==> src/rtl/mc_pkg.sv <==
// Shared memory-controller definitions: write-data FIFO geometry and entry layout.
package mc_pkg;
    localparam int WDF_DEPTH = 8;
    localparam int WDF_PTR_W = 3;
    localparam int MC_DATA_W = 64;

    typedef struct packed {
        logic [MC_DATA_W-1:0] data;
        logic                 p;
    } wdf_entry_t;
endpackage

==> src/rtl/wdf_ffs.sv <==
// Find-first-free priority encoder: lowest index whose valid bit is clear.
module wdf_ffs
    import mc_pkg::*;
(
    input  logic [WDF_DEPTH-1:0] valid,
    output logic                 vld,
    output logic [WDF_PTR_W-1:0] ptr
);

    // Scan from the top down so the last hit, the lowest free index, wins.
    always_comb begin
        vld = 1'b0;
        ptr = '0;
        for (int i = WDF_DEPTH - 1; i >= 0; i--) begin
            if (!valid[i]) begin
                vld = 1'b1;
                ptr = WDF_PTR_W'(i);
            end
        end
    end

endmodule

==> src/rtl/wdf.sv <==
// Write-data FIFO: 8 TL-allocated entries written by index, read-and-released by the scheduler.
module wdf
    import mc_pkg::*;
(
    input  logic                 clk,
    input  logic                 rst,
    input  logic                 tlxr_wdf_wr,
    input  logic                 tlxr_wdf_wr_p,
    input  logic [WDF_PTR_W-1:0] tlxr_wdf_ptr,
    input  logic [MC_DATA_W-1:0] tlxr_wdf_data,
    output logic                 wdf_free_vld,
    output logic [WDF_PTR_W-1:0] wdf_free_ptr,
    output logic [3:0]           wdf_cnt,
    input  logic                 sch_wdf_rd,
    input  logic [WDF_PTR_W-1:0] sch_wdf_ptr,
    output logic                 wdf_rd_vld,
    output logic [MC_DATA_W-1:0] wdf_rd_data,
    output logic                 wdf_rd_p,
    output logic                 wdf_err
);

    wdf_entry_t           mem [WDF_DEPTH];
    logic [WDF_DEPTH-1:0] valid;
    logic                 wr_ok;
    logic                 rd_ok;
    logic                 wr_bad;
    logic                 rd_bad;

    // All acceptance decisions use the valid bits from the start of the cycle,
    // so a same-entry write+read sees the entry as occupied: read wins, write errors.
    always_comb begin
        wr_ok  = tlxr_wdf_wr &  ~valid[tlxr_wdf_ptr];
        wr_bad = tlxr_wdf_wr &   valid[tlxr_wdf_ptr];
        rd_ok  = sch_wdf_rd  &   valid[sch_wdf_ptr];
        rd_bad = sch_wdf_rd  &  ~valid[sch_wdf_ptr];
    end

    // NOTE: the data array has no reset; only the valid bits say whether an entry means anything.
    always_ff @(posedge clk) begin
        if (!rst && wr_ok) begin
            mem[tlxr_wdf_ptr] <= '{data: tlxr_wdf_data, p: tlxr_wdf_wr_p};
        end
    end

    always_ff @(posedge clk) begin
        if (rst) begin
            valid       <= '0;
            wdf_cnt     <= '0;
            wdf_rd_vld  <= 1'b0;
            wdf_rd_data <= '0;
            wdf_rd_p    <= 1'b0;
            wdf_err     <= 1'b0;
        end else begin
            valid <= (valid | ({{(WDF_DEPTH-1){1'b0}}, wr_ok} << tlxr_wdf_ptr))
                   & ~({{(WDF_DEPTH-1){1'b0}}, rd_ok} << sch_wdf_ptr);

            case ({wr_ok, rd_ok})
                2'b10:   wdf_cnt <= wdf_cnt + 4'd1;
                2'b01:   wdf_cnt <= wdf_cnt - 4'd1;
                default: wdf_cnt <= wdf_cnt;
            endcase

            wdf_rd_vld <= rd_ok;
            if (rd_ok) begin
                wdf_rd_data <= mem[sch_wdf_ptr].data;
                wdf_rd_p    <= mem[sch_wdf_ptr].p;
            end

            if (wr_bad || rd_bad) begin
                wdf_err <= 1'b1;
            end
        end
    end

    wdf_ffs u_ffs (
        .valid (valid),
        .vld   (wdf_free_vld),
        .ptr   (wdf_free_ptr)
    );

endmodule

==> config.mk <==
export PLATFORM = sky130hd
export DESIGN_NAME = wdf
export DESIGN_NICKNAME = d
export VERILOG_FILES = /design/src/rtl/mc_pkg.sv /design/src/rtl/wdf_ffs.sv /design/src/rtl/wdf.sv
export SDC_FILE = /design/constraint.sdc
export NUM_CORES = 1
export LEC_CHECK = 0
export ABC_AREA = 1
export CAP_MARGIN = 20
export CORE_MARGIN = 8
export CORE_UTILIZATION = 58
export CTS_CLUSTER_DIAMETER = 150
export CTS_CLUSTER_SIZE = 8
export DETAILED_ROUTE_END_ITERATION = 8
export PLACE_DENSITY = 0.78
export SLEW_MARGIN = 25
export SYNTH_ARGS = -nofsm -noshare
export SYNTH_HDL_FRONTEND = slang
export SYNTH_SLANG_ARGS = --single-unit
==> constraint.sdc <==
create_clock -name clk -period 9.4 [get_ports clk]
set_input_delay 1.41 -clock clk [delete_from_list [all_inputs] [get_ports clk]]
set_output_delay 1.41 -clock clk [all_outputs]
set_load 0.01 [all_outputs]
==> results of run 1 <==
[cell type report]
class	instances	area (µm²)
antenna	1	2.50
clock buffer	151	2460
fill	2544	12100
inverter	31	124
multi-input combinational	1098	5120
sequential	599	17200
tap	525	657
timing repair buffer	167	1670
[layer usage]
layer  vias up  routed length (µm)
li1       7001                   -
met1      7497               21100
met2       777               26200
met3       127                4500
met4         6                1540
met5         -                  36
[cells in the final DEF (no fill, tap or decap), types with 62 or more instances in the layout]
cell type	netlist	layout
sky130_fd_sc_hd__nor2_1	286	284
sky130_fd_sc_hd__o21ai_0	257	257
sky130_fd_sc_hd__o22ai_1	65	65
sky130_fd_sc_hd__a31oi_1	65	65
sky130_fd_sc_hd__clkbuf_1	68	62
sky130_fd_sc_hd__nand2_1	233	233
sky130_fd_sc_hd__a21oi_1	75	75
sky130_fd_sc_hd__dfxtp_1	79	79
sky130_fd_sc_hd__clkdlybuf4s50_1	0	146
sky130_fd_sc_hd__o21ai_1	75	75
sky130_fd_sc_hd__clkbuf_16	0	89
sky130_fd_sc_hd__edfxtp_1	520	520
[registers in the layout (all words and copies together), names as in the netlist]
name         flops
wdf_rd_data     64
mem            520
wdf_cnt          4
wdf_rd_vld       1
valid            8
wdf_err          1
wdf_rd_p         1
[worst max-delay path by stage]
stage                     slack [ns]  cells after the start         end
after CTS                       4.28                     13    valid[5]
after floorplan                 2.22                      9   mem[2][0]
final                           5.05                     13    valid[5]
after global placement          3.87                     13    valid[5]
after detailed placement        3.73                     13    valid[5]
after global routing            4.78                     16  wdf_cnt[3]
[power groups by stage]
stage | combinational [mW] | sequential (mW) | clock [mW]
global route | 0.418 | 2.98 | 2.91
finish | 0.383 | 2.98 | 2.77
CTS | 0.381 | 2.98 | 2.79
global placement | 0.361 | 3.03 | 0
floorplan | 0.191 | 3.04 | 0
detailed placement | 0.376 | 3.03 | 0
[critical path, delay by kind of cell]
kind / cells / cell delay (ns)
AOI/OAI and AO/OA: 1 / 0.10
buffers and inverters: 6 / 2.22
and+or+nand+nor: 6 / 0.96
[metrics by stage]
stage                     cells  instance area (µm²)  utilization (%)
after floorplan            1854                23000                -
after global placement     2419                24700             62.8
after detailed placement   2419                24700             62.8
after CTS                  2570                27200             69.0
after global routing       2572                27200             69.2
final                      2572                27200             69.2
[kinds of logic after synthesis]
group,after synthesis,synth area share (%)
AO/OA/AOI/OAI,538,12.5
AND/OR/NAND/NOR,556,9.45
adder cells (fa/ha/maj),2,0.109
buffers and inverters,157,3.00
flip-flops,599,74.9
XOR/XNOR,2,0.0763
==> impl_metrics.prom, run 1 <==
# TYPE chip_impl_metric gauge
chip_impl_metric{name="relSlewSlack",unit="%"} 27.0
chip_impl_metric{name="starting_density",unit="%"} 58.3
chip_impl_metric{name="ant_nets",unit=""} 0
chip_impl_metric{name="p_comb_share",unit="%"} 6.2
chip_impl_metric{name="worst-endpoint-required",unit="ns"} 9.86
chip_impl_metric{name="peakVddDrop",unit="mV"} 0.150
chip_impl_metric{name="setup_viol_count_final",unit=""} 0
chip_impl_metric{name="dieArea",unit="µm²"} 46200
chip_impl_metric{name="finalCritPeriodShare",unit="%"} 46.2
chip_impl_info{name="outcome",value="finished, final reports clean"} 1
chip_impl_metric{name="postSynthNetCount",unit=""} 1931
chip_impl_info{name="post_synth_top_cells",value="520 x sky130_fd_sc_hd__edfxtp_1, 286 x sky130_fd_sc_hd__nor2_1, 257 x sky130_fd_sc_hd__o21ai_0"} 1
chip_impl_info{name="timing.critical_path.cells",value="buf_6 > inv_2 > buf_4 > nand3_1 > nand3_1 > nand2_1 > nor2_4 > buf_6 > inv_2 > nor3_2 > nand2_1 > o21ai_1 > inv_1"} 1
chip_impl_metric{name="regToRegSetupSlack",unit="ns"} 6.75
chip_impl_info{name="crit_path_class",value="primary input to flip-flop"} 1
chip_impl_metric{name="route.detailed.drc",unit=""} 0
chip_impl_info{name="cp-startpoint",value="sch_wdf_ptr[1]"} 1
chip_impl_metric{name="power.share.switching",unit="%"} 21.2
chip_impl_metric{name="clock_transition_at_path_regs",unit="ns"} 0.05
chip_impl_info{name="synth_top_cell_by_area",value="sky130_fd_sc_hd__edfxtp_1"} 1
chip_impl_metric{name="timing.critical_path.fanout_max",unit=""} 118
chip_impl_metric{name="reg2regPathDepth",unit=""} 9
chip_impl_metric{name="global_routing_usage_on_met3",unit="%"} 4.40
chip_impl_metric{name="synthArstFlopShare",unit="%"} 0
chip_impl_metric{name="syn_inst",unit=""} 1854
chip_impl_info{name="rr_endpoint",value="mem[6][50]"} 1
chip_impl_metric{name="syn2layout_area_growth",unit="%"} 18.6
chip_impl_metric{name="fp.dieH",unit="µm"} 215
chip_impl_metric{name="drive_above_1_share",unit="%"} 6.30
chip_impl_metric{name="dieWidth",unit="µm"} 215
chip_impl_info{name="post_synth_main_area_contributors",value="sky130_fd_sc_hd__edfxtp_1 68%, sky130_fd_sc_hd__dfxtp_1 6.9%, sky130_fd_sc_hd__o21ai_0 5.6%"} 1
chip_impl_metric{name="grt_util_all_layers",unit="%"} 22.4
chip_impl_info{name="hold_path.startpoint",value="wdf_err"} 1
chip_impl_metric{name="finish.net_count",unit=""} 2058
chip_impl_metric{name="worst_slack",unit="ns"} 5.05
chip_impl_metric{name="groute.layer.met1.usage",unit="%"} 28.3
chip_impl_metric{name="routed_wl",unit="µm"} 53400
chip_impl_metric{name="cts_hold_buf",unit=""} 0
chip_impl_metric{name="fin_crit",unit="ns"} 4.35
chip_impl_metric{name="core-area",unit="µm²"} 39400
chip_impl_metric{name="synth_seq_cells",unit=""} 599
chip_impl_metric{name="grt_overflow_total",unit=""} 0
chip_impl_metric{name="cap_violations",unit=""} 0
chip_impl_metric{name="report.final.hold_viol_count",unit=""} 0
chip_impl_metric{name="detailroute.via_count",unit=""} 15400
chip_impl_metric{name="achievable-frequency",unit="MHz"} 230
chip_impl_metric{name="post_cts_resized",unit=""} 0
chip_impl_metric{name="globalRouteMet2Util",unit="%"} 37.7
chip_impl_metric{name="netlist-cell-type-count",unit=""} 26
chip_impl_metric{name="worstHoldPathCells",unit=""} 2
chip_impl_info{name="rsz0062_at_grt",value="false"} 1
chip_impl_metric{name="cpPeakStageDelay",unit="ns"} 0.63
chip_impl_metric{name="buffer_ports.inserted",unit=""} 149
chip_impl_metric{name="tns",unit="ns"} 0
chip_impl_metric{name="vias_in_the_first_global_route",unit=""} 15500
chip_impl_metric{name="preCtsSetupSlack",unit="ns"} 3.73
chip_impl_metric{name="synth-seq-area-share",unit="%"} 74.9
chip_impl_metric{name="critPathArrivalTime",unit="ns"} 4.81
chip_impl_metric{name="avgViaCountPerCell",unit=""} 5.99
chip_impl_metric{name="avgRoutedWirePerCell",unit="µm"} 20.8
chip_impl_metric{name="grt_pass1_wl",unit="µm"} 82800
chip_impl_metric{name="netlist_area",unit="µm²"} 23000
chip_impl_metric{name="gp_congestion",unit=""} 0.832
chip_impl_metric{name="power_frac_clock",unit="%"} 45.2
chip_impl_metric{name="fin_total_pwr",unit="mW"} 6.13
chip_impl_info{name="setup.worst_path.end_class",value="flip-flop"} 1
chip_impl_metric{name="intPower",unit="mW"} 4.83
chip_impl_metric{name="top_level_ports",unit=""} 150
chip_impl_metric{name="clock_tree.htree_level_count",unit=""} 3
chip_impl_metric{name="numCtsBuffers",unit=""} 84
chip_impl_metric{name="post_cts_repair_timing_setup_buffer_count",unit=""} 0
chip_impl_info{name="crit-reg2reg-launch",value="valid[5]"} 1
chip_impl_metric{name="post-dp-hpwl",unit="µm"} 26800
chip_impl_metric{name="hold_ws",unit="ns"} 0.491
chip_impl_metric{name="clock_path_buffers",unit=""} 3
chip_impl_info{name="setup.worst_path.start_class",value="primary input"} 1
chip_impl_metric{name="finalMaxSlewViolations",unit=""} 0
chip_impl_metric{name="pwr-share-seq",unit="%"} 48.6
chip_impl_metric{name="synth_area_per_cell",unit="µm²"} 12.4
chip_impl_metric{name="total_leakage_power",unit="nW"} 9.15
chip_impl_metric{name="drt_iter0_drc",unit=""} 1397
chip_impl_info{name="globalRoute.busiestLayer",value="met2"} 1
chip_impl_info{name="crit_path_top_delay_cell",value="sky130_fd_sc_hd__inv_2"} 1
chip_impl_metric{name="antenna_violations_before_repair",unit=""} 4
chip_impl_metric{name="power_per_cell_area",unit="nW/µm²"} 225
chip_impl_metric{name="synth_warnings",unit=""} 0
chip_impl_metric{name="number_of_enable_type_register_cells_in_the_synthesized_netlist",unit=""} 520
chip_impl_metric{name="timing.clock.skew",unit="ns"} 0.0152
chip_impl_info{name="min-delay-path-class",value="flip-flop to flip-flop"} 1
chip_impl_metric{name="detailedRoute.firstPassIterationCount",unit=""} 7
chip_impl_info{name="synthMostInstantiatedCell",value="sky130_fd_sc_hd__edfxtp_1"} 1
chip_impl_info{name="clockRootBuffer",value="sky130_fd_sc_hd__clkbuf_16"} 1
chip_impl_metric{name="clock_network_latency_to_the_later_pin_of_the_worst_skew_pair",unit="ns"} 0.57
chip_impl_metric{name="cell_rows",unit=""} 73
chip_impl_info{name="yosys_most_used_dff",value="sky130_fd_sc_hd__edfxtp_1"} 1
chip_impl_metric{name="tightest_slew",unit="ns"} 1.09
chip_impl_metric{name="grt_max_degree",unit=""} 161
chip_impl_info{name="cts_tree",value="done"} 1
chip_impl_metric{name="post-synth-top-area-fraction",unit="%"} 68.0
chip_impl_metric{name="tritoncts_num_sinks",unit=""} 599
chip_impl_metric{name="p_sw",unit="mW"} 1.30
chip_impl_info{name="whs_endpoint",value="wdf_err"} 1
(Power assumes the default switching activity.)
==> inputs of run 2 (changes only) <==
Clock period 9.4 ns to 4.4 ns, I/O delays scaled along.
==> run 2 against run 1 <==
Via count fell by 0.27%. Sequential power increased by 110%. Count of clock-buffer cells in the layout fell by 7. Sequential share of layout area shrank 0.13 points. Utilization is 0.15 points higher. First-iteration DRC count up 21%. Clock skew is 0.0094 ns higher. Highest routed layer unchanged.
==> impl_metrics.prom, run 2 (synthesis results as in run 1) <==
# TYPE chip_impl_metric gauge
chip_impl_info{name="outcome",value="finished, final reports clean"} 1
chip_impl_metric{name="starting_density",unit="%"} 58.3
chip_impl_metric{name="dieArea",unit="µm²"} 46200
chip_impl_info{name="rr_endpoint",value="mem[5][28]"} 1
chip_impl_metric{name="critPathArrivalTime",unit="ns"} 2.22
chip_impl_metric{name="fp.dieH",unit="µm"} 215
chip_impl_metric{name="drt_iter0_drc",unit=""} 1693
chip_impl_metric{name="timing.critical_path.fanout_max",unit=""} 4
chip_impl_metric{name="top_level_ports",unit=""} 150
chip_impl_metric{name="worstHoldPathCells",unit=""} 2
chip_impl_metric{name="worst-endpoint-required",unit="ns"} 3.74
chip_impl_metric{name="fin_crit",unit="ns"} 2.88
chip_impl_metric{name="power_per_cell_area",unit="nW/µm²"} 476
chip_impl_info{name="final_cell_mix",value="520 x sky130_fd_sc_hd__edfxtp_1, 284 x sky130_fd_sc_hd__nor2_1, 257 x sky130_fd_sc_hd__o21ai_0, 233 x sky130_fd_sc_hd__nand2_1, 146 x sky130_fd_sc_hd__clkdlybuf4s50_1"} 1
chip_impl_metric{name="place.detailed.instances",unit=""} 2423
chip_impl_info{name="crit-reg2reg-launch",value="valid[5]"} 1
chip_impl_metric{name="ant_nets",unit=""} 0
chip_impl_metric{name="regToRegSetupSlack",unit="ns"} 1.84
chip_impl_metric{name="reg2regPathDepth",unit=""} 9
chip_impl_info{name="setup.worst_path.end_class",value="output port"} 1
chip_impl_metric{name="clock_transition_at_path_regs",unit="ns"} 0.05
chip_impl_metric{name="intPower",unit="mW"} 10.2
chip_impl_metric{name="post_cts_repair_timing_setup_buffer_count",unit=""} 0
chip_impl_metric{name="setup_viol_count_final",unit=""} 0
chip_impl_metric{name="tightest_slew",unit="ns"} 0.899
chip_impl_metric{name="post_cts_resized",unit=""} 0
chip_impl_metric{name="detailroute.via_count",unit=""} 15400
chip_impl_info{name="whs_endpoint",value="wdf_err"} 1
chip_impl_metric{name="core-area",unit="µm²"} 39400
chip_impl_metric{name="clock_path_buffers",unit=""} 3
chip_impl_metric{name="finalCritPeriodShare",unit="%"} 65.4
chip_impl_metric{name="dieWidth",unit="µm"} 215
chip_impl_metric{name="timing.clock.skew",unit="ns"} 0.0246
chip_impl_metric{name="grt_util_all_layers",unit="%"} 22.8
chip_impl_info{name="clockRootBuffer",value="sky130_fd_sc_hd__clkbuf_16"} 1
chip_impl_metric{name="count_of_placed_standard_cells_in_the_final_layout_fillers_left_out",unit=""} 2572
chip_impl_metric{name="grt_overflow_total",unit=""} 0
chip_impl_info{name="crit_path_class",value="flip-flop to output port"} 1
chip_impl_info{name="rsz0062_at_grt",value="false"} 1
chip_impl_metric{name="vias_in_the_first_global_route",unit=""} 15700
chip_impl_metric{name="achievable-frequency",unit="MHz"} 348
chip_impl_metric{name="p_sw",unit="mW"} 2.80
chip_impl_info{name="register_with_the_highest_flop_count",value="mem"} 1
chip_impl_metric{name="grt_max_degree",unit=""} 246
chip_impl_metric{name="buffer_ports.inserted",unit=""} 149
chip_impl_metric{name="routed_wl",unit="µm"} 54400
chip_impl_metric{name="cap_violations",unit=""} 0
chip_impl_metric{name="cell_rows",unit=""} 73
chip_impl_metric{name="p_comb_share",unit="%"} 6.4
chip_impl_info{name="layout_top_registers",value="mem x520, wdf_rd_data x64, valid x8"} 1
chip_impl_info{name="cts_tree",value="done"} 1
chip_impl_metric{name="total_leakage_power",unit="nW"} 9.17
chip_impl_metric{name="avgRoutedWirePerCell",unit="µm"} 21.1
chip_impl_info{name="final_common_cell",value="sky130_fd_sc_hd__edfxtp_1"} 1
chip_impl_metric{name="peakVddDrop",unit="mV"} 0.327
chip_impl_metric{name="layout.core_utilization",unit="%"} 69.3
chip_impl_metric{name="syn2layout_area_growth",unit="%"} 18.9
chip_impl_metric{name="largest_reg_flops",unit=""} 520
chip_impl_metric{name="cts_hold_buf",unit=""} 0
chip_impl_metric{name="relSlewSlack",unit="%"} 40.1
chip_impl_metric{name="grt_pass1_wl",unit="µm"} 84500
chip_impl_metric{name="avgViaCountPerCell",unit=""} 5.97
chip_impl_metric{name="numCtsBuffers",unit=""} 84
chip_impl_metric{name="report.final.hold_viol_count",unit=""} 0
chip_impl_metric{name="antenna_violations_before_repair",unit=""} 3
chip_impl_metric{name="detailedRoute.firstPassIterationCount",unit=""} 7
chip_impl_metric{name="finish.net_count",unit=""} 2062
chip_impl_metric{name="finalMaxSlewViolations",unit=""} 0
chip_impl_metric{name="power_frac_clock",unit="%"} 44.6
chip_impl_info{name="min-delay-path-class",value="flip-flop to flip-flop"} 1
chip_impl_info{name="setup.worst_path.start_class",value="flip-flop"} 1
chip_impl_metric{name="post-dp-hpwl",unit="µm"} 27500
chip_impl_metric{name="drive_above_1_share",unit="%"} 6.41
chip_impl_metric{name="pwr-share-seq",unit="%"} 49.0
chip_impl_metric{name="gp_congestion",unit=""} 0.866
chip_impl_metric{name="tritoncts_num_sinks",unit=""} 599
chip_impl_metric{name="power.share.switching",unit="%"} 21.6
chip_impl_metric{name="route.detailed.drc",unit=""} 0
chip_impl_metric{name="clock_network_latency_to_the_later_pin_of_the_worst_skew_pair",unit="ns"} 0.58
chip_impl_metric{name="clock_tree.htree_level_count",unit=""} 3
chip_impl_info{name="hold_path.startpoint",value="wdf_err"} 1
[run 2: changes by cell type in the layout (fill, tap and decap cells not counted)]
cell                        previous run  this run
sky130_fd_sc_hd__buf_12                1         9
sky130_fd_sc_hd__buf_6                 9         2
sky130_fd_sc_hd__clkbuf_16            89        85
sky130_fd_sc_hd__nor3_2                6         2
sky130_fd_sc_hd__nor3_4                2         6
sky130_fd_sc_hd__clkbuf_1             62        59
sky130_fd_sc_hd__buf_4                11        13
sky130_fd_sc_hd__inv_6                 0         2
sky130_fd_sc_hd__buf_16                0         1
sky130_fd_sc_hd__diode_2               1         2
[run 2: per-stage QoR]
| stage | TNS, ns | setup WS, ns | cell area, µm² | hold slack [ns] | power (mW) |
|---|---|---|---|---|---|
| finish | 0 | 1.52 | 27300 | 0.479 | 13.0 |
| global route | 0 | 1.41 | 27300 | 0.515 | 13.4 |
| detailed placement | 0 | 1.04 | 24900 | 0.470 | 7.28 |
| global placement | 0 | 1.13 | 24900 | 0.463 | 7.25 |
| floorplan | -33.47 | -0.144 | 23000 | 0.500 | 6.89 |
| CTS | 0 | 1.51 | 27300 | 0.480 | 13.0 |
[run 2: how the worst max path moves through the flow]
stage                          startpoint              end  slack (ns)  cells after the start
after floorplan           tlxr_wdf_ptr[0]        mem[4][0]       -0.14                      9
after global placement    tlxr_wdf_ptr[1]       mem[5][27]        1.13                     10
after detailed placement  tlxr_wdf_ptr[1]       mem[5][28]        1.04                     10
after CTS                        valid[1]  wdf_free_ptr[2]        1.51                      5
after global routing             valid[1]  wdf_free_ptr[2]        1.41                      5
final                            valid[1]  wdf_free_ptr[2]        1.52                      5
[run 2: per-layer routing]
metal	part of all wire [%]	track usage (%)
met1	40	29.3
met2	50	37.7
met3	8.3	4.65
met4	2.5	9.23
met5	0.040	0
[run 2: critical path: stages, from the launching register on]
cell	delay (ns)
sky130_fd_sc_hd__dfxtp_1	0.39
sky130_fd_sc_hd__inv_1	0.13
sky130_fd_sc_hd__nor4_1	0.38
sky130_fd_sc_hd__inv_1	0.07
sky130_fd_sc_hd__nor2_1	0.10
sky130_fd_sc_hd__clkdlybuf4s50_1	0.55
[run 2: power groups by stage]
stage | Sequential (mW) | Clock [mW] | Combinational, mW
after floorplan | 6.48 | 0 | 0.410
after global placement | 6.46 | 0 | 0.787
after detailed placement | 6.47 | 0 | 0.815
after CTS | 6.36 | 5.83 | 0.826
after global routing | 6.37 | 6.09 | 0.905
final | 6.36 | 5.79 | 0.830
[run 2: final cells by class]
class	count	area, µm²
inverters	31	124
diodes	2	5.00
multi-input cells	1098	5150
well taps	525	657
flip-flops and latches	599	17200
repair buffers	171	1790
clock inverters	2	17.5
fillers	2542	12100
clock buffers	144	2350
==> inputs of run 3 (changes only) <==
Settings changed: CORE_UTILIZATION 58 to 53, PLACE_DENSITY 0.78 to 0.76.
Clock period 4.4 ns to 2.4 ns, I/O delays scaled along.
==> run 3 against run 2 <==
Clock power grew 88%. Clock skew shrank 0.0069 ns. Via count grew 1.7%. Non-clock buffer count grew 40. Cell count grew 4.2%. Critical path type unchanged. Critical endpoint is now wdf_free_vld. Largest power group unchanged. Highest routed layer is now met4.
==> impl_metrics.prom, run 3 (synthesis results as in run 1) <==
# TYPE chip_impl_metric gauge
chip_impl_info{name="outcome",value="finished, final reports clean"} 1
chip_impl_metric{name="finish.net_count",unit=""} 2102
chip_impl_metric{name="wl_met1",unit="µm"} 22800
chip_impl_metric{name="fp.dieH",unit="µm"} 224
chip_impl_metric{name="routed_wl",unit="µm"} 57300
chip_impl_info{name="clockRootBuffer",value="sky130_fd_sc_hd__clkbuf_16"} 1
chip_impl_metric{name="cell_rows",unit=""} 76
chip_impl_metric{name="cts_hold_buf",unit=""} 0
chip_impl_metric{name="critPathArrivalTime",unit="ns"} 1.92
chip_impl_metric{name="peakVddDrop",unit="mV"} 0.560
chip_impl_metric{name="wl_met3",unit="µm"} 4990
chip_impl_metric{name="fin_crit",unit="ns"} 2.28
chip_impl_info{name="cts_tree",value="done"} 1
chip_impl_metric{name="finalCritPeriodShare",unit="%"} 94.9
chip_impl_metric{name="count_of_placed_standard_cells_in_the_final_layout_fillers_left_out",unit=""} 2680
chip_impl_metric{name="drt_iter0_drc",unit=""} 1871
chip_impl_metric{name="regToRegSetupSlack",unit="ns"} 0.15
chip_impl_metric{name="timing.clock.skew",unit="ns"} 0.0177
chip_impl_metric{name="tns",unit="ns"} 0
chip_impl_metric{name="preCtsSetupSlack",unit="ns"} -0.255
chip_impl_metric{name="worst-endpoint-required",unit="ns"} 2.04
chip_impl_metric{name="detailedRoute.firstPassIterationCount",unit=""} 6
chip_impl_metric{name="gp_congestion",unit=""} 0.857
chip_impl_metric{name="antenna_violations_before_repair",unit=""} 0
chip_impl_info{name="register_with_the_highest_flop_count",value="mem"} 1
chip_impl_metric{name="avgRoutedWirePerCell",unit="µm"} 21.4
chip_impl_metric{name="syn2layout_area_growth",unit="%"} 21.9
chip_impl_metric{name="diodes",unit=""} 0
chip_impl_info{name="final_cell_mix",value="520 x sky130_fd_sc_hd__edfxtp_1, 282 x sky130_fd_sc_hd__nor2_1, 257 x sky130_fd_sc_hd__o21ai_0, 232 x sky130_fd_sc_hd__nand2_1, 143 x sky130_fd_sc_hd__clkdlybuf4s50_1"} 1
chip_impl_info{name="hold_path.startpoint",value="sch_wdf_ptr[2]"} 1
chip_impl_metric{name="worst_slack",unit="ns"} 0.123
chip_impl_metric{name="fin_total_pwr",unit="mW"} 24.2
chip_impl_metric{name="clock_network_latency_to_the_later_pin_of_the_worst_skew_pair",unit="ns"} 0.59
chip_impl_metric{name="layout.core_utilization",unit="%"} 65.3
chip_impl_metric{name="core-area",unit="µm²"} 42900
chip_impl_metric{name="ant_nets",unit=""} 0
chip_impl_metric{name="drive_above_1_share",unit="%"} 8.64
chip_impl_metric{name="dieArea",unit="µm²"} 50200
chip_impl_info{name="layout_top_registers",value="mem x520, wdf_rd_data x64, valid x8"} 1
chip_impl_info{name="rr_endpoint",value="wdf_cnt[3]"} 1
chip_impl_metric{name="met2RoutedLength",unit="µm"} 28200
chip_impl_metric{name="timing.critical_path.fanout_max",unit=""} 4
chip_impl_metric{name="grt_pass1_wl",unit="µm"} 88200
chip_impl_metric{name="starting_density",unit="%"} 53.5
chip_impl_metric{name="power_per_cell_area",unit="nW/µm²"} 863
chip_impl_metric{name="total_leakage_power",unit="nW"} 9.52
chip_impl_metric{name="achievable-frequency",unit="MHz"} 439
chip_impl_metric{name="tritoncts_num_sinks",unit=""} 599
chip_impl_metric{name="route.detailed.drc",unit=""} 0
chip_impl_metric{name="detailroute.via_count",unit=""} 15600
chip_impl_metric{name="cap_violations",unit=""} 0
chip_impl_info{name="rsz0062_at_grt",value="true"} 1
chip_impl_metric{name="buffer_ports.inserted",unit=""} 149
chip_impl_metric{name="report.final.hold_viol_count",unit=""} 0
chip_impl_metric{name="relSlewSlack",unit="%"} 38.6
chip_impl_info{name="crit_path_class",value="flip-flop to output port"} 1
chip_impl_metric{name="clock_transition_at_path_regs",unit="ns"} 0.05
chip_impl_metric{name="grt_overflow_total",unit=""} 0
chip_impl_metric{name="largest_reg_flops",unit=""} 520
chip_impl_metric{name="setup_viol_count_final",unit=""} 0
chip_impl_info{name="setup.worst_path.start_class",value="flip-flop"} 1
chip_impl_metric{name="tightest_slew",unit="ns"} 0.921
chip_impl_metric{name="grt_max_degree",unit=""} 200
chip_impl_metric{name="top_level_ports",unit=""} 150
chip_impl_metric{name="numCtsBuffers",unit=""} 84
chip_impl_info{name="setup.worst_path.end_class",value="output port"} 1
chip_impl_metric{name="grt_util_all_layers",unit="%"} 22.3
chip_impl_metric{name="detailed_place.area",unit="µm²"} 25500
chip_impl_info{name="top_signal_layer_used",value="met4"} 1
chip_impl_info{name="crit-reg2reg-launch",value="valid[3]"} 1
chip_impl_metric{name="worstHoldPathCells",unit=""} 3
chip_impl_info{name="whs_endpoint",value="valid[3]"} 1
chip_impl_metric{name="hold_ws",unit="ns"} 0.179
chip_impl_info{name="min-delay-path-class",value="primary input to flip-flop"} 1
chip_impl_metric{name="clock_path_buffers",unit=""} 3
chip_impl_metric{name="dieWidth",unit="µm"} 224
chip_impl_metric{name="post-dp-hpwl",unit="µm"} 31300
chip_impl_metric{name="stdcell_area",unit="µm²"} 28000
chip_impl_metric{name="avgViaCountPerCell",unit=""} 5.83
chip_impl_metric{name="vias_in_the_first_global_route",unit=""} 15500
chip_impl_metric{name="place.detailed.instances",unit=""} 2524
chip_impl_metric{name="finalMaxSlewViolations",unit=""} 0
chip_impl_metric{name="clock_tree.htree_level_count",unit=""} 3
chip_impl_metric{name="reg2regPathDepth",unit=""} 15
chip_impl_info{name="final_common_cell",value="sky130_fd_sc_hd__edfxtp_1"} 1
[run 3: critical path, cell delays in order (launching register included)]
cell	delay, ns
sky130_fd_sc_hd__dfxtp_1	0.36
sky130_fd_sc_hd__inv_1	0.13
sky130_fd_sc_hd__nor4_4	0.28
sky130_fd_sc_hd__nand2_1	0.08
sky130_fd_sc_hd__clkdlybuf4s50_1	0.49
[run 3: metal layers]
metal / track usage (%) / vias to the layer above
met2: 37.2 / 839
met4: 7.18 / 0
met5: 0 / -
met3: 4.46 / 103
li1: - / 7104
met1: 29.3 / 7576
[run 3: final cells by class]
type,count,area [µm²]
sequential,599,17200
fill,2901,14900
multi-input combinational,1098,5190
clock buffer,152,2400
timing repair buffer,211,2290
tap,585,732
inverter,31,124
clock inverter,4,57.6
[run 3: power by group]
| group | internal [mW] | switching, mW |
|---|---|---|
| logic | 0.601 | 1.03 |
| registers | 11.6 | 0.105 |
| clock network | 6.70 | 4.17 |
| total | 18.9 | 5.30 |
[run 3: how the worst max path moves through the flow]
stage,startpoint,end,depth (start not counted)
floorplan,tlxr_wdf_ptr[0],mem[4][0],7
global placement,tlxr_wdf_ptr[0],mem[4][49],9
detailed placement,tlxr_wdf_ptr[0],wdf_cnt[3],15
CTS,valid[6],wdf_free_ptr[1],4
global route,valid[3],wdf_cnt[3],15
finish,valid[1],wdf_free_vld,4
[run 3: timing repair]
action / 4_1_cts / 5_1_grt
gates resized for setup: 4 / 3
setup buffers: 0 / 0
endpoints found under the setup margin: 3 / 2
==> RTL edit 1, RTL diff (config.mk and constraints of run 1) <==
Add an input register stage for `tlxr_wdf_data`, cleared by the reset; this delays it by one clock. The other inputs are not delayed to match.
--- a/src/rtl/wdf.sv
+++ b/src/rtl/wdf.sv
@@ -20,4 +20,14 @@
 );
 
+    logic [MC_DATA_W-1:0] tlxr_wdf_data_q;
+
+    always_ff @(posedge clk) begin
+        if (rst) begin
+            tlxr_wdf_data_q <= '0;
+        end else begin
+            tlxr_wdf_data_q <= tlxr_wdf_data;
+        end
+    end
+
     wdf_entry_t           mem [WDF_DEPTH];
     logic [WDF_DEPTH-1:0] valid;
@@ -39,5 +49,5 @@
     always_ff @(posedge clk) begin
         if (!rst && wr_ok) begin
-            mem[tlxr_wdf_ptr] <= '{data: tlxr_wdf_data, p: tlxr_wdf_wr_p};
+            mem[tlxr_wdf_ptr] <= '{data: tlxr_wdf_data_q, p: tlxr_wdf_wr_p};
         end
     end
Formal check against the unedited RTL: not equivalent (a bounded check fails within 4 cycles, from zero or initial values and one cycle with rst high).
==> RTL edit 1 against run 1 <==
  * Fmax shrank 3.4%
  * Largest power group unchanged
  * Setup slack lost 0.15 ns
  * Highest routed layer unchanged
  * Sequential cell count is 64 higher
  * Total power up 9.0%
  * Wire length grew 13%
  * Non-clock buffer count rose by 8
  * Critical endpoint is now wdf_cnt[2]
  * Synthesized area rose by 7.8%
  * Final area grew 7.5%
  * Die area is 7.2% higher
  * Hold slack improved by 0.045 ns
==> RTL edit 1: results (changes against run 1) <==
* Clk tree area frac at 0.0907 (was 0.0903)
* Logic inverters at 94 (was 31)
* Signal buffers at 175 (was 167)
* Clk_lat worst skew at 0.61 ns (was 0.57 ns)
* DRT iter0 DRCs at 2028 (was 1397)
* Hold path start: wdf_rd_data[6] (was wdf_err)
* Reg2reg path depth at 13 (was 9)
* Yosys cell types at 27 (was 26)
* Layout fillers at 2755 (was 2544)
* Most common library cells after synthesis: edfxtp_1, nor2_1, o21ai_0 (unchanged)
* Sequential share of power at 0.493 (was 0.486)
* DP Area at 26600 µm² (was 24700 µm²)
* RR Startpoint: valid[7] (was valid[5])
* Biggest regs: mem (520), tlxr_wdf_data_q (64), wdf_rd_data (64) (was mem (520), wdf_rd_data (64), valid (8))
* Synth Register Bits at 663 (was 599)
* Cells after Synth at 2054 (was 1854)
* Post-Layout Inst Area at 29300 µm² (was 27200 µm²)
* WHS at 0.536 ns (was 0.491 ns)
* Non-clock buffering overhead at 0.0589 (was 0.0612)
* Top post-synthesis cells by area: edfxtp_1, dfxtp_1, o21ai_0 (unchanged)
* FMAX at 0.222 GHz (was 0.230 GHz)
* Worst path arrival time at 4.98 ns (was 4.81 ns)
* Initial antenna violation count at 3 (was 4)
* Max incr delay on CP at 0.80 ns (was 0.63 ns)
* Worst-Margin Slew at 1.02 ns (was 1.09 ns)
* Total GRT Usage at 0.238 (was 0.224)
* NumNets Final at 2267 (was 2058)
* Post-Route WL at 60400 µm (was 53400 µm)
* VDD IR max at 0.172 mV (was 0.150 mV)
* Post-DP HPWL at 30700 µm (was 26800 µm)
* CP Launch Point: sch_wdf_ptr[0] (was sch_wdf_ptr[1])
* DP Worst Slack at 4.45 ns (was 3.73 ns)
* Largest net degree at the start of global routing at 164 (was 161)
* M2 GR Usage at 0.393 (was 0.377)
* DRT met1 WL at 23400 µm (was 21100 µm)
* Global routing usage on met1 at 0.305 (was 0.283)
* Placer congestion estimate at 0.866 (was 0.832)
* Switching share of power at 0.219 (was 0.212)
* Worst path slowest cell: buf_4 (was inv_2)
* Crit Path Max Fanout at 163 (was 118)
* Clkbuf count at 166 (was 151)
* First-pass GRT wire length at 93300 µm (was 82800 µm)
* GR Util met3 at 0.0503 (was 0.0440)
* Met3 wire len at 5770 µm (was 4500 µm)
* Vias at 16800 (was 15400)
* Share of cells above drive strength 1 at 0.0657 (was 0.0630)
* Register area at 18500 µm² (was 17200 µm²)
* Pleak at 10.5 nW (was 9.15 nW)
* Clk_skew at 0.0207 ns (was 0.0152 ns)
* TritonRoute pass-1 iters at 6 (was 7)
* Status: finished, final reports clean (unchanged)
* Die Wd at 223 µm (was 215 µm)
* CTS buffer count at 92 (was 84)
RTL edit 1: cell count changes after synthesis, moves of 2 or more:
cell             run 1  this run
o21ai_1             75        27
dfxtp_1             79       143
nor2_1             286       355
buf_1                5         9
inv_1               28        90
nand3_1             17        15
clkbuf_1            68        71
o21ai_0            257       305
RTL edit 1: kinds of logic after synthesis:
kind of cell / after synthesis / synth area share
flip-flops: 663 / 0.746
AND/OR/NAND/NOR: 623 / 0.0978
AO/OA/AOI/OAI: 537 / 0.115
buffers and inverters: 227 / 0.0387
XOR/XNOR: 2 / 0.000708
adder cells (fa/ha/maj): 2 / 0.00101
RTL edit 1: worst min-delay path by stage:
stage,end
2_1_floorplan,mem[0][10]
3_3_place_gp,wdf_rd_data[41]
3_5_place_dp,wdf_rd_data[41]
4_1_cts,wdf_rd_data[41]
5_1_grt,mem[3][24]
6_report,wdf_rd_data[6]
RTL edit 1: worst min-delay path: cells and delay by family, from the launching register on:
kind               cells  cell delay [ns]
DFF                    1             0.30
AOI/OAI and AO/OA      2             0.18
==> RTL edit 2, RTL diff (settings of run 1) <==
Made on the original files. Change the package constant `WDF_PTR_W` from 3 to 4.
--- a/src/rtl/mc_pkg.sv
+++ b/src/rtl/mc_pkg.sv
@@ -2,5 +2,5 @@
 package mc_pkg;
     localparam int WDF_DEPTH = 8;
-    localparam int WDF_PTR_W = 3;
+    localparam int WDF_PTR_W = 4;
     localparam int MC_DATA_W = 64;
 
Ports: changed (resized sch_wdf_ptr, tlxr_wdf_ptr and wdf_free_ptr); port bits go from 150 to 153. The function was not compared with the original's and may differ.
==> RTL edit 2 against run 1 <==
  * Wire length is 1.9% lower
  * Clock power is 1% lower
  * Sequential cell count did not move
  * Setup slack got worse by 0.43 ns
  * Total power decreased by 0.98%
  * Critical path depth shrank 2
  * Final area is essentially flat
  * Synthesized area is 0.30% higher
  * First-iteration DRC count is 29% higher
  * Largest cell class unchanged
==> RTL edit 2: results (changes against run 1) <==
* Top post-synthesis cells by area: edfxtp_1, dfxtp_1, o21ai_0 (unchanged)
* Cts repair resizes at 0 (unchanged)
* Share of cells above drive strength 1 at 0.0648 (was 0.0630)
* Via density at 5.90 (was 5.99)
* Pleak at 9.09 nW (was 9.15 nW)
* VDD IR max at 0.139 mV (was 0.150 mV)
* Slew HR at 0.290 (was 0.270)
* Switching pwr at 1.30 mW (about the same)
* DRT iter0 DRCs at 1796 (was 1397)
* I/O Buffers at 151 (was 149)
* Total GRT Usage at 0.220 (was 0.224)
* Max incr delay on CP at 0.89 ns (was 0.63 ns)
* Syn Nets at 1940 (was 1931)
* Period Utilization, post-route at 0.508 (was 0.462)
* N_diodes at 0 (was 1)
* WHS at 0.480 ns (was 0.491 ns)
* Post-Route WL at 52400 µm (was 53400 µm)
* Placer congestion estimate at 0.865 (was 0.832)
* Yosys cell types at 30 (was 26)
* Clk_skew at 0.0151 ns (was 0.0152 ns)
* DP Area at 24800 µm² (was 24700 µm²)
* Vias in the first global route at 15400 (was 15500)
* First-pass GRT wire length at 81800 µm (was 82800 µm)
* Status: finished, final reports clean (unchanged)
* DP Worst Slack at 4.11 ns (was 3.73 ns)
* Cells after DPL at 2427 (was 2419)
* Post-DP HPWL at 26300 µm (was 26800 µm)
* Largest net degree at the start of global routing at 172 (was 161)
* Final std cells w/o fill at 2578 (was 2572)
* Most common library cells after synthesis: edfxtp_1, nor2_1, o21ai_0 (unchanged)
* Post-Syn Area per Cell at 12.4 µm² (about the same)
* FF-to-FF setup slack at 6.11 ns (was 6.75 ns)
* Worst path arrival time at 5.24 ns (was 4.81 ns)
* Worst path slowest cell: buf_4 (was inv_2)
* TritonRoute pass-1 iters at 5 (was 7)
## RTL edit 2: power by group through the flow
| stage | logic [mW] | clock network (mW) | registers, mW |
|---|---|---|---|
| detailed placement | 0.364 | 0 | 3.02 |
| CTS | 0.368 | 2.76 | 2.98 |
| floorplan | 0.188 | 0 | 3.03 |
| global placement | 0.351 | 0 | 3.02 |
| global route | 0.404 | 2.87 | 2.98 |
| finish | 0.368 | 2.73 | 2.98 |
## RTL edit 2: logic make-up after synthesis
logic type	share of synthesized area
AO/OA/AOI/OAI	0.124
adder cells (fa/ha/maj)	0.00109
XOR/XNOR	0.000761
AND/OR/NAND/NOR	0.0960
buffers and inverters	0.0308
other	0.000163
flip-flops	0.747
## RTL edit 2: path summary, 6_finish.rpt
path,start,end,depth (start not counted)
min reg2reg,wdf_err,wdf_err,2
min,wdf_err,wdf_err,2
max,sch_wdf_ptr[2],valid[6],11
max reg2reg,valid[2],valid[6],10
## RTL edit 2: critical path, delay by kind of cell
kind                   cells  cell delay (ns)
buffers and inverters      5             2.10
AND/OR/NAND/NOR            5             1.36
AO/OA/AOI/OAI              1             0.26
## RTL edit 2: final cells by class
type	instances	area, µm²
Sequential cell	599	17200
Fill cell	2598	12200
Multi-Input combinational cell	1108	5170
Clock buffer	145	2370
Timing Repair Buffer	170	1680
Tap cell	525	657
Inverter	26	105
Clock inverter	5	51.3
## RTL edit 2: metal layers
metal  GRT usage  routed length (µm)  vias up
li1            -                   -     7029
met1       0.275               20600     7379
met2       0.375               26400      695
met3      0.0496                4270      110
met4      0.0769                1130        2
met5           0                  10        -
